[config.mk]
export PLATFORM = sky130hd
export DESIGN_NAME = mem_bus_arbiter
export DESIGN_NICKNAME = d
export VERILOG_FILES = /design/src/rtl/mem_bus_arbiter.sv
export SDC_FILE = /design/constraint.sdc
export NUM_CORES = 1
export LEC_CHECK = 0
export ABC_AREA = 1
export CAP_MARGIN = 5
export CORE_MARGIN = 2
export CORE_UTILIZATION = 40
export DETAILED_ROUTE_END_ITERATION = 10
export DONT_BUFFER_PORTS = 1
export GPL_TIMING_DRIVEN = 0
export PLACE_DENSITY_LB_ADDON = 0.25
export REMOVE_ABC_BUFFERS = 1
export SETUP_SLACK_MARGIN = 0.15
export SLEW_MARGIN = 15
export SYNTH_ARGS = -nofsm -noshare
export SYNTH_HDL_FRONTEND = slang
export SYNTH_SLANG_ARGS = --single-unit
[constraint.sdc]
create_clock -name clk -period 1.7 [get_ports clk]
set_input_delay 0.17 -clock clk [delete_from_list [all_inputs] [get_ports clk]]
set_output_delay 0.17 -clock clk [all_outputs]
set_load 0.02 [all_outputs]
[src/rtl/mem_bus_arbiter.sv]
// Two-requester arbiter and 3-phase sequencer for the byte-wide external memory bus.
// Phases: A1 (addr low/mid), A2 (addr high + direction marker), D (data), then a TURN cycle.
module mem_bus_arbiter #(
    parameter bit         ROUND_ROBIN = 1'b1,
    parameter logic [7:0] RD_MARK     = 8'h00,
    parameter logic [7:0] WR_MARK     = 8'hFF
) (
    input  logic        clk,
    input  logic        rst,
    input  logic [1:0]  req,
    input  logic [1:0]  we,
    input  logic [23:0] addr0,
    input  logic [23:0] addr1,
    input  logic [7:0]  wdata0,
    input  logic [7:0]  wdata1,
    output logic [1:0]  gnt,
    output logic [1:0]  done,
    output logic [7:0]  rdata,
    output logic [7:0]  bus_lo,
    output logic [7:0]  bus_hi,
    output logic [7:0]  bus_oe,
    input  logic [7:0]  bus_in
);

    typedef enum logic [2:0] {
        S_IDLE = 3'd0,
        S_A1   = 3'd1,
        S_A2   = 3'd2,
        S_D    = 3'd3,
        S_TURN = 3'd4
    } state_t;

    state_t      state_q, state_d;
    logic [1:0]  gnt_q, gnt_d;
    logic [1:0]  done_q, done_d;
    logic [7:0]  rdata_q, rdata_d;
    logic [7:0]  bus_lo_q, bus_lo_d;
    logic [7:0]  bus_hi_q, bus_hi_d;
    logic        last_grant_q, last_grant_d;
    logic        sel_q, sel_d;
    logic        we_q, we_d;
    logic [23:0] addr_q, addr_d;
    logic [7:0]  wdata_q, wdata_d;
    logic        win;

    always_ff @(posedge clk or posedge rst) begin
        if (rst) begin
            state_q      <= S_IDLE;
            gnt_q        <= '0;
            done_q       <= '0;
            rdata_q      <= '0;
            bus_lo_q     <= '0;
            bus_hi_q     <= '0;
            last_grant_q <= 1'b1;
            sel_q        <= 1'b0;
            we_q         <= 1'b0;
            addr_q       <= '0;
            wdata_q      <= '0;
        end else begin
            state_q      <= state_d;
            gnt_q        <= gnt_d;
            done_q       <= done_d;
            rdata_q      <= rdata_d;
            bus_lo_q     <= bus_lo_d;
            bus_hi_q     <= bus_hi_d;
            last_grant_q <= last_grant_d;
            sel_q        <= sel_d;
            we_q         <= we_d;
            addr_q       <= addr_d;
            wdata_q      <= wdata_d;
        end
    end

    // Tie-break: round robin favours the requester not granted last time.
    always_comb begin
        win = 1'b0;
        case (req)
            2'b01:   win = 1'b0;
            2'b10:   win = 1'b1;
            2'b11:   win = ROUND_ROBIN ? ~last_grant_q : 1'b0;
            default: win = 1'b0;
        endcase
    end

    always_comb begin
        state_d      = state_q;
        gnt_d        = gnt_q;
        done_d       = done_q;
        rdata_d      = rdata_q;
        bus_lo_d     = bus_lo_q;
        bus_hi_d     = bus_hi_q;
        last_grant_d = last_grant_q;
        sel_d        = sel_q;
        we_d         = we_q;
        addr_d       = addr_q;
        wdata_d      = wdata_q;

        case (state_q)
            S_IDLE: begin
                gnt_d    = '0;
                done_d   = '0;
                bus_lo_d = '0;
                bus_hi_d = '0;
                if (req != 2'b00) begin
                    sel_d        = win;
                    last_grant_d = win;
                    we_d         = we[win];
                    addr_d       = win ? addr1 : addr0;
                    wdata_d      = win ? wdata1 : wdata0;
                    gnt_d        = win ? 2'b10 : 2'b01;
                    bus_lo_d     = win ? addr1[7:0]  : addr0[7:0];
                    bus_hi_d     = win ? addr1[15:8] : addr0[15:8];
                    state_d      = S_A1;
                end
            end
            S_A1: begin
                bus_lo_d = addr_q[23:16];
                bus_hi_d = we_q ? WR_MARK : RD_MARK;
                state_d  = S_A2;
            end
            S_A2: begin
                bus_lo_d = we_q ? wdata_q : 8'h00;
                bus_hi_d = we_q ? WR_MARK : RD_MARK;
                state_d  = S_D;
            end
            S_D: begin
                if (!we_q) begin
                    rdata_d = bus_in;
                end
                bus_lo_d = '0;
                bus_hi_d = '0;
                done_d   = sel_q ? 2'b10 : 2'b01;
                state_d  = S_TURN;
            end
            S_TURN: begin
                gnt_d   = '0;
                done_d  = '0;
                state_d = S_IDLE;
            end
            default: begin
                gnt_d    = '0;
                done_d   = '0;
                bus_lo_d = '0;
                bus_hi_d = '0;
                state_d  = S_IDLE;
            end
        endcase
    end

    assign gnt    = gnt_q;
    assign done   = done_q;
    assign rdata  = rdata_q;
    assign bus_lo = bus_lo_q;
    assign bus_hi = bus_hi_q;
    assign bus_oe = 8'hFF;

endmodule

Yosys cells after proc, flatten, opt, wreduce, memory -nomap -nowiden. Cells that the tools add are included. W data, S select, Z words.

Add/subtract/negate cells: 0. Multipliers: 0. Div/mod/pow operators: 0. Mux-type cells: 20. Shift operators: 0. Reduce and logical (&&, ||, !) cells: 6. Equality and inequality tests: 7. Order comparisons: 1. Bitwise gates (word level): 2.

Operators with widths (count): $mux W8 (7); $pmux W8 S4 (1); $mux W24 (1); $pmux W8 S3 (1); $pmux W3 S4 (1); $pmux W2 S2 (2); $eq A3 B2 Y1 const B (2); $mux W2 (3); $eq A2 B2 Y1 const B (2); $reduce_and A2 Y1 (2); $eq A3 B1 Y1 const B (1); $eq A3 B3 Y1 const B (1); $logic_not A3 Y1 (1); $mux W3 (1); $reduce_or A3 Y1 (1); $lt A1 B2 Y1 const B (1); $mux W1 (2); $ne A2 B2 Y1 const B (1); $not A1 Y1 (2); $pmux W1 S2 (1); $reduce_bool A2 Y1 (1); $reduce_or A2 Y1 (1).

Bits in latches: 0. Input bits: 78. RAM bits: 0. Output and inout bits: 36. Memories kept: 0. Memory bits (read-only): 0. Register bits after elaboration: 66. Logic and storage cells: 47.

Depth between registers and ports, before layout. Gate-level depths: netlist of run 1.

Word-level depth: 5. Gate-level depth with buffers: 8. Depth with buffers taken out: 7.

Worst setup path before layout of run 1. Ideal clock, no wire load.

Path kind: register to register. Start: reg last_grant_q. End: reg addr_q[16]. Stages on the path, launching flop included: 9. Buffers on the path: 1. Clock period less this slack: 1272 ps. Library setup time: 120 ps. Path slack: 428 ps. Data arrival time: 1151 ps. Data required time: 1580 ps. Cells stage by stage: dfstp_2 -> nand2_2 -> nand2_2 -> inv_2 -> buf_2 -> nand2_1 -> nand2_1 -> nand2_1 -> nand2_1.

Cells in the longest elaborated chain, start to end: 3.

Ends and longest elaborated chain: from (decl) (RTL line 39) `logic last_grant_q, last_grant_d;`; from (signal assigned) (RTL line 66) `last_grant_q <= last_grant_d;`; $not A1 Y1 (RTL line 80) `2'b11: win = ROUND_ROBIN ? ~last_grant_q : 1'b0;`; $pmux W1 S2 (RTL line 77) `case (req)`; $mux W24 (RTL line 108) `addr_d = win ? addr1 : addr0;`; to (signal assigned) (RTL line 69) `addr_q <= addr_d;`; to (decl) (RTL line 42) `logic [23:0] addr_q, addr_d;`.

Every way passes these cells. A chain may end at the register's enable or synchronous reset.

Worst setup path in the final report of run 1.
Start: reg state_q[1]. End: reg bus_hi_q[4] (netlist: bus_hi[4]).

Cells in the longest elaborated chain, start to end: 3. Elaborated cells between the ends (all ways): 6. Classes of those cells: eq/ne (3); mux (1); reduce/logical (2).

Ends and longest elaborated chain: from (decl) (RTL line 33) `state_t state_q, state_d;`; from (signal assigned) (RTL line 60) `state_q <= state_d;`; $eq A3 B2 Y1 / $eq A3 B1 Y1 (equally long branches) (RTL line 98) `case (state_q)`; $reduce_or A2 Y1 (no line); $pmux W8 S3 (RTL line 98); to (signal assigned) (RTL line 65) `bus_hi_q <= bus_hi_d;`; to (decl) (RTL line 38) `logic [7:0] bus_hi_q, bus_hi_d;`.

Several ways; a longest one is shown, not always the timed one.

==> results of run 1 <==
## flip-flops by register name (all words and copies together), names as in the netlist
signal and flops:
bus_hi 8, wdata_q 8, done 2, sel_q 1, bus_lo 8, rdata 8
addr_q 8, gnt 2, state_q 3, we_q 1, last_grant_q 1
## synth_stat cells, drive strengths merged
library cell  count  area [um2]
o21ai            25       132.6
nand3b            8       60.06
nand3            50       255.3
conb              1       3.750
buf              23       161.4
nand4             7       43.79
nor2              4       41.29
clkbuf            2       7.510
dfstp             1       26.28
dfrtp            49        1226
clkinv            1       3.750
nor3              2       26.28
inv              41       156.4
a21oi             1       5.000
nand2           161       624.4
## report_power, final
group | switching, W | internal (W) | total [W]
logic | 0.00136 | 0.000716 | 0.00208
clock network | 0.000389 | 0.000329 | 0.000718
registers | 0.000804 | 0.00174 | 0.00254
total | 0.00256 | 0.00278 | 0.00534
## layer usage
layer	vias to the layer above	track usage (%)
met2	98	29.96
met4	0	4.755
li1	1180	-
met5	-	0
met1	1083	23.19
met3	7	4.550
## cell families after synthesis
family | count (synthesis)
and+or+nand+nor | 232
buffers and inverters | 67
DFF | 50
AOI/OAI and AO/OA | 26
other | 1
## worst register-to-register path, stage by stage, from the launching register on
cell and delay, ns:
dfrtp_2 0.53, nor2_4 0.18, nand2_4 0.18, nor2_4 0.35
nand3_1 0.12, nand3_1 0.09
## cell type report
type	count	area, um2
clock inverter	1	5.005
multi-input combinational	269	1285
tap	80	100.1
sequential	50	1256
timing repair buffer	16	170.2
fill	706	3687
inverter	42	166.4
clock buffer	7	86.33
## per-stage QoR
stage / instances / TNS, ns / setup WS, ns / area, um2 / hold WS, ns
2_1_floorplan: 358 / 0 / 0.06468 / 2631 / 0.3163
3_3_place_gp: 438 / -26.76 / -0.3833 / 2731 / 0.3212
3_5_place_dp: 439 / -14.40 / -0.4181 / 2754 / 0.1463
4_1_cts: 456 / 0 / 0.1561 / 2967 / 0.0009008
5_1_grt: 465 / 0 / 0.1345 / 3069 / 0.001224
6_report: 465 / 0 / 0.1787 / 3069 / 0.003774
## timing repair
item	CTS	global route
resized for setup	6	4
setup buffers	3	7
endpoints found under the setup margin	48	43
pin swaps	4	3
cloned	1	2
endpoints found under the hold margin	29	0
hold buffers	5	0
## how the worst max path moves through the flow
stage	to	start	slack, ns
final	bus_hi[4]	state_q[1]	0.18
after global routing	bus_hi[4]	state_q[1]	0.13
after CTS	we_q	last_grant_q	0.16
after detailed placement	sel_q	last_grant_q	-0.42
after global placement	we_q	last_grant_q	-0.38
after floorplan	rdata[0]	state_q[0]	0.06
==> flow_summary_export.csv, run 1 <==
group,metric,value,unit
outcome,status,"complete, no violations",
cts,clk_pin_slew,0.09,ns
cells_and_area,final_common_cell,"nand2_1",
timing,tightest_slew,1.021,ns
power_and_ir_drop,p_total,0.005337,W
die,ios,114,
drt,via_per_inst,5.092,
timing,grt_setup_unrepaired,"yes",
min_path,hold_start,"bus_in[6]",
place,gp_congestion,0.7651,
die,design.core.area,6756,um2
cts,cts_buffer_depth,2,
synth,yosys_warnings,0,
synth,yosys.area_share.simple,37.89,%
timing,clock.fmax,657.3,MHz
setup_path,path_delay_family,"simple AND/OR/NAND/NOR gates",
global_route,grt.total_usage,17.95,%
drt,wl_met3,493,um
synth,synth_area_per_cell,7.377,um2
synth,ys_types,28,
timing,skew,0.006420,ns
cts,clk_latency,0.31,ns
setup_path,crit_cells,5,
die,rows,30,
setup_path,crit_slowest_cell,"dfrtp_2",
die,start_util,41.06,%
die,dieWidth,87.28,um
synth,synth-xor-area-share,0,%
power_and_ir_drop,ir_worst_vdd,625.6,uV
setup_path,critical_path_class,"reg -> reg",
setup_path,max_stage_delay,0.53,ns
cells_and_area,fin_nets,462,
setup_path,worst-r2r-cell-count,5,
place,dpl.hpwl,4493,um
place,io_buffers,0,
synth,netlist_area,2774,um2
synth,synthMuxAreaShare,0,%
min_path,min_to,"rdata[6]",
cells_and_area,drive_above_1_share,11.43,%
run,drv_cap,0,
cells_and_area,layout_common_cells,"nand2_1 (157), nand3_1 (49), dfrtp_1 (46)",
global_route,grt_max_degree,36,
cells_and_area,antenna_cells,0,
synth,seq_area_frac_synth,45.15,%
timing,slew-limit-headroom,31.84,%
synth,synth_seq_cells,50,
setup_path,end_kind,"flip-flop",
setup_path,path_buf_inv,0,
drt,drcViolationCount,0,
die,die_area,7617,um2
drt,top_layer,"met4",
setup_path,cp-start-kind,"flip-flop",
synth,synth_top_family_by_area,"simple AND/OR/NAND/NOR gates",
cells_and_area,syn2layout_area_growth,10.64,%
timing,setup_viol,0,
cts,cts_buffers,5,
setup_path,r2r_start,"state_q[1]",
setup_path,r2r_end,"bus_hi[4]",
drt,wl_met1,3256,um
cells_and_area,utilization,45.43,%
drt,dr.pass1.iters,4,
timing,period_needed,1.521,ns
timing,report.final.slew_viol_count,0,
drt,ant_nets,0,
drt,met2_length,3293,um
drt,finalWirelength,7136,um
cts,ctsHtreeMaxLevel,2,
cts,cts_tree,"built",
drt,wire_per_inst,15.35,um
global_route,grt_pass1_wl,10660,um
global_route,antenna_found_initial,0,
setup_path,critical_path.cell_chain,"nor2_4, nand2_4, nor2_4, nand3_1, nand3_1",
timing,timing.final.crit_share,89.49,%
setup_path,regToRegSetupSlack,0.18,ns
drt,drt_iter0_markers,122,
timing,hold_viol_final,0,
power_and_ir_drop,leakagePower,1.642,nW
synth,synth_compound_area_share,4.962,%
drt,vias,2368,
global_route,grt_pass1_vias,2183,
synth,synth_fa_ha_area_share,0,%
min_path,hold_path.class,"in -> reg",
setup_path,cp_max_fo,21,
power_and_ir_drop,p_per_area,1739,nW/um2
synth,synth_cells,376,
die,dieHeight,87.28,um
cts,cts.sinks,50,
min_path,hold_depth,2,
setup_path,crit_arrival,1.77,ns
cts,cts_root_buffer,"clkbuf_8",
setup_path,required,1.95,ns
global_route,grt-ovfl-total,0,
Note: power is estimated with default switching activity, not from simulation.
==> run 2: changes to the inputs <==
CORE_ASPECT_RATIO = 0.5   (was unset)
clock period = 1.78 ns   (was 1.7 ns; I/O delays follow)
==> flow_summary_export.csv, run 2 (synthesis results as in run 1) <==
group,metric,value,unit
outcome,status,"complete, no violations",
drt,drt_iter0_markers,143,
cells_and_area,drive_above_1_share,11.81,%
place,gp_congestion,0.7660,
power_and_ir_drop,leakagePower,1.671,nW
timing,clock.fmax,674.2,MHz
cts,cts_tree,"built",
place,io_buffers,0,
setup_path,crit_arrival,1.65,ns
drt,dr.pass1.iters,4,
drt,finalWirelength,7274,um
place,dp.cells,451,
global_route,grt_max_degree,36,
global_route,grt.total_usage,19.03,%
global_route,grt-ovfl-total,0,
drt,vias,2368,
setup_path,crit_cells,6,
global_route,antenna_found_initial,0,
die,design.core.area,6700,um2
timing,hold_viol_final,0,
drt,wl_met3,602,um
cts,cts_buffers,5,
cells_and_area,regArea,1256,um2
timing,finalSetupTns,0,ns
cts,cts_buffer_depth,2,
min_path,hold_depth,2,
drt,wl_met1,3413,um
cells_and_area,antenna_cells,0,
timing,slew-limit-headroom,35.36,%
die,rows,21,
setup_path,required,1.95,ns
timing,period_needed,1.483,ns
die,dieHeight,62.89,um
setup_path,path_buf_inv,2,
die,die_area,7658,um2
cts,clk_latency,0.29,ns
cts,ctsHtreeMaxLevel,2,
timing,report.final.slew_viol_count,0,
cells_and_area,fin_nets,458,
cts,clk_pin_slew,0.07,ns
cells_and_area,multi_input_area,1269,um2
cells_and_area,final_common_cell,"nand2_1",
cells_and_area,fillers,698,
timing,timing.final.crit_share,83.33,%
die,start_util,41.40,%
cells_and_area,syn2layout_area_growth,13.58,%
die,dieWidth,121.8,um
cells_and_area,layout.cells.non_filler,473,
cts,cts.sinks,50,
setup_path,end_kind,"flip-flop",
power_and_ir_drop,ir_worst_vdd,666.0,uV
die,ios,114,
power_and_ir_drop,p_per_area,1813,nW/um2
timing,setup_viol,0,
setup_path,cp_max_fo,20,
timing,tightest_slew,0.9685,ns
setup_path,cp-start-kind,"flip-flop",
run,drv_cap,0,
min_path,hold_path.class,"in -> reg",
drt,top_layer,"met4",
cells_and_area,layout_common_cells,"nand2_1 (157), nand3_1 (49), dfrtp_1 (46)",
setup_path,worst-r2r-cell-count,6,
timing,setup_ws,0.2967,ns
global_route,grt_pass1_wl,11470,um
drt,met2_length,3230,um
place,dpl.hpwl,4799,um
cells_and_area,utilization,47.02,%
drt,via_per_inst,5.006,
timing,grt_setup_unrepaired,"no",
drt,drcViolationCount,0,
setup_path,path_delay_family,"flip-flops",
global_route,grt_pass1_vias,2333,
setup_path,crit_slowest_cell,"dfrtp_2",
setup_path,critical_path.cell_chain,"inv_1, nand2_4, nor2_4, buf_12, nand2_1, o21ai_0",
setup_path,critical_path_class,"reg -> reg",
cts,cts_root_buffer,"clkbuf_16",
place,place_ws,-0.3905,ns
drt,wire_per_inst,15.38,um
drt,ant_nets,0,
setup_path,max_stage_delay,0.54,ns
timing,skew,0.006458,ns
## run 2: per-layer routing
metal	vias up	GRT usage, %
li1	1177	-
met5	-	0
met4	0	3.592
met1	1097	27.24
met2	92	30.24
met3	2	3.650
## run 2: worst paths after layout
path / start / end / slack (ns)
setup / recovery: state_q[0] / gnt[0] / 0.30
hold / removal: bus_in[7] / rdata[7] / 0.03
setup reg to reg: state_q[0] / gnt[0] / 0.30
hold reg to reg: sel_q / done[0] / 0.47
max in group asynchronous: rst / state_q[0] / 0.83
min in group asynchronous: rst / rdata[0] / 0.40
## run 2: timing repair
item | CTS | global route
setup endpoints to repair | 48 | 46
hold buffers | 1 | 0
gates cloned | 1 | 1
gates resized for setup | 4 | 5
endpoints found under the hold margin | 22 | 0
pin swaps | 4 | 3
setup buffers | 4 | 7
## run 2: per-stage QoR
stage               instance area [um2]  power (W)  hold slack [ns]
floorplan                          2631   0.003588           0.3243
global placement                   2746   0.004025           0.3275
detailed placement                 2769   0.004132           0.1396
CTS                                3062   0.005598          0.02252
global route                       3151   0.006151          0.02079
finish                             3151   0.005711          0.02581
## run 2: cell type report
cell class | instances | area share, %
well taps | 92 | 3.654
repair buffers | 13 | 4.766
flip-flops and latches | 50 | 39.87
clock inverters | 3 | 2.184
clock buffers | 5 | 3.971
inverters | 42 | 5.282
multi-input cells | 268 | 40.27
## run 2: report_power, final
part | internal, W | switching, W
registers | 0.00166 | 0.000789
logic | 0.000750 | 0.00128
clock network | 0.000808 | 0.000424
==> run 3: changes to the inputs <==
clock period = 1.31 ns   (was 1.78 ns; I/O delays follow)
==> flow_summary_export.csv, run 3 (synthesis results as in run 1) <==
group,metric,value,unit
timing,finalSetupTns,-0.3681,ns
power_and_ir_drop,ir_worst_vdd,1000,uV
timing,hold_viol_final,0,
global_route,grt-ovfl-total,0,
timing,grt_setup_unrepaired,"yes",
cts,clk_pin_slew,0.07,ns
setup_path,max_stage_delay,0.45,ns
place,io_buffers,0,
timing,tightest_slew,0.9554,ns
global_route,grt_pass1_vias,2724,
cells_and_area,regArea,1257,um2
timing,slew-limit-headroom,36.24,%
cells_and_area,fin_nets,488,
die,die_area,7658,um2
outcome,status,"complete, but fails checks",
die,dieWidth,121.8,um
drt,drt_iter0_markers,115,
timing,holdWs,0.03671,ns
run,drv_cap,0,
cells_and_area,layout_common_cells,"nand2_1 (152), dfrtp_1 (45), inv_1 (34)",
global_route,grt_max_degree,28,
cts,cts_buffers,5,
timing,timing.final.crit_share,103.3,%
cells_and_area,drive_above_1_share,25.55,%
place,gp_congestion,0.7660,
place,dp.cells,451,
setup_path,regToRegSetupSlack,-0.04,ns
drt,wire_per_inst,17.01,um
drt,finalWirelength,8556,um
setup_path,critical_path_class,"reg -> reg",
cells_and_area,syn2layout_area_growth,33.06,%
die,ios,114,
cts,cts_root_buffer,"clkbuf_16",
cts,cts_buffer_depth,2,
timing,setup_viol,24,
cts,cts.sinks,50,
drt,drcViolationCount,0,
timing,setup_ws,-0.04297,ns
setup_path,end_kind,"flip-flop",
timing,skew,0.005803,ns
die,design.core.area,6700,um2
setup_path,required,1.54,ns
die,dieHeight,62.89,um
timing,clock.fmax,739.1,MHz
die,rows,21,
place,placed_area,2769,um2
setup_path,crit_slowest_cell,"dfrtp_2",
cells_and_area,layout.cells.non_filler,503,
cells_and_area,fillers,607,
setup_path,crit_arrival,1.58,ns
place,dpl.hpwl,4799,um
power_and_ir_drop,leakagePower,1.937,nW
cells_and_area,multi_input_area,1523,um2
drt,dr.pass1.iters,4,
cells_and_area,antenna_cells,0,
cells_and_area,stdcell_area,3691,um2
cells_and_area,final_common_cell,"nand2_1",
timing,report.final.slew_viol_count,0,
global_route,antenna_found_initial,0,
cts,cts_tree,"built",
global_route,grt.total_usage,23.28,%
cts,clk_latency,0.29,ns
global_route,grt_pass1_wl,13750,um
drt,via_per_inst,5.195,
cts,ctsHtreeMaxLevel,2,
setup_path,path_common_cell,"nand2_4",
setup_path,cp_max_fo,8,
drt,vias,2613,
cells_and_area,utilization,55.09,%
setup_path,cp-start-kind,"flip-flop",
outcome,violations,"negative setup slack",
setup_path,critical_path.cell_chain,"nor2_4, buf_6, nand2_4, o21ai_4, nand2_4, nand3_2",
drt,ant_nets,0,
power_and_ir_drop,p_per_area,2486,nW/um2
timing,period_needed,1.353,ns
die,start_util,41.40,%
min_path,hold_path.class,"in -> reg",
run 3: changes by cell type in the layout (fill, tap and decap cells not counted), moves of 5 or more:
cell,previous run,this run
buf_4,8,18
buf_6,0,9
dlygate4sd3_1,1,9
nand2_1,157,152
nand3_1,49,21
nand3_2,1,26
run 3: repair_timing:
| item | CTS | global route |
|---|---|---|
| hold buffers | 9 | 0 |
| setup endpoints to repair | 50 | 48 |
| pin swaps | 20 | 10 |
| buffers inserted | 28 | 2 |
| gates cloned | 5 | 0 |
| hold endpoints to repair | 30 | 0 |
| resized for setup | 44 | 29 |
run 3: layer usage:
metal,GRT usage (%),routed length (um),vias up
met5,0,0,-
met4,6.753,128,0
met2,38.62,4045,114
li1,-,-,1243
met3,4.471,697,13
met1,31.05,3684,1243
run 3: report_power, final:
part | switching, W | internal (W)
clock | 0.000593 | 0.00110
sequential | 0.00101 | 0.00226
combinational | 0.00249 | 0.00172
total | 0.00409 | 0.00508
run 3: worst paths after layout:
kind | depth (start not counted) | to | start
min in group asynchronous | 2 | rdata[0] | rst
max in group asynchronous | 3 | state_q[0] | rst
worst min-delay path | 4 | addr_q[16] | addr1[16]
worst max-delay path | 6 | bus_hi[1] | state_q[2]
worst max register to register | 6 | bus_hi[1] | state_q[2]
worst min register to register | 1 | done[0] | sel_q
run 3: final cells by class:
| cell class | count | area share (%) |
|---|---|---|
| inverters | 42 | 4.746 |
| repair buffers | 41 | 11.56 |
| multi-input cells | 270 | 41.25 |
| clock buffers | 5 | 3.390 |
| flip-flops and latches | 50 | 34.07 |
| well taps | 92 | 3.119 |
| clock inverters | 3 | 1.864 |
run 3: through the flow:
stage / worst slack [ns] / total power (W)
2_1_floorplan: -0.3253 / 0.004876
3_5_place_dp: -0.8605 / 0.005615
3_3_place_gp: -0.7995 / 0.005469
6_report: -0.04297 / 0.009175
4_1_cts: 0.01976 / 0.008760
5_1_grt: -0.1002 / 0.009752
run 3: critical path, delay by kind of cell (launching register included):
kind | cells | cell delay [ns]
AOI/OAI and AO/OA | 1 | 0.10
DFF | 1 | 0.45
and+or+nand+nor | 4 | 0.58
buffers and inverters | 1 | 0.15
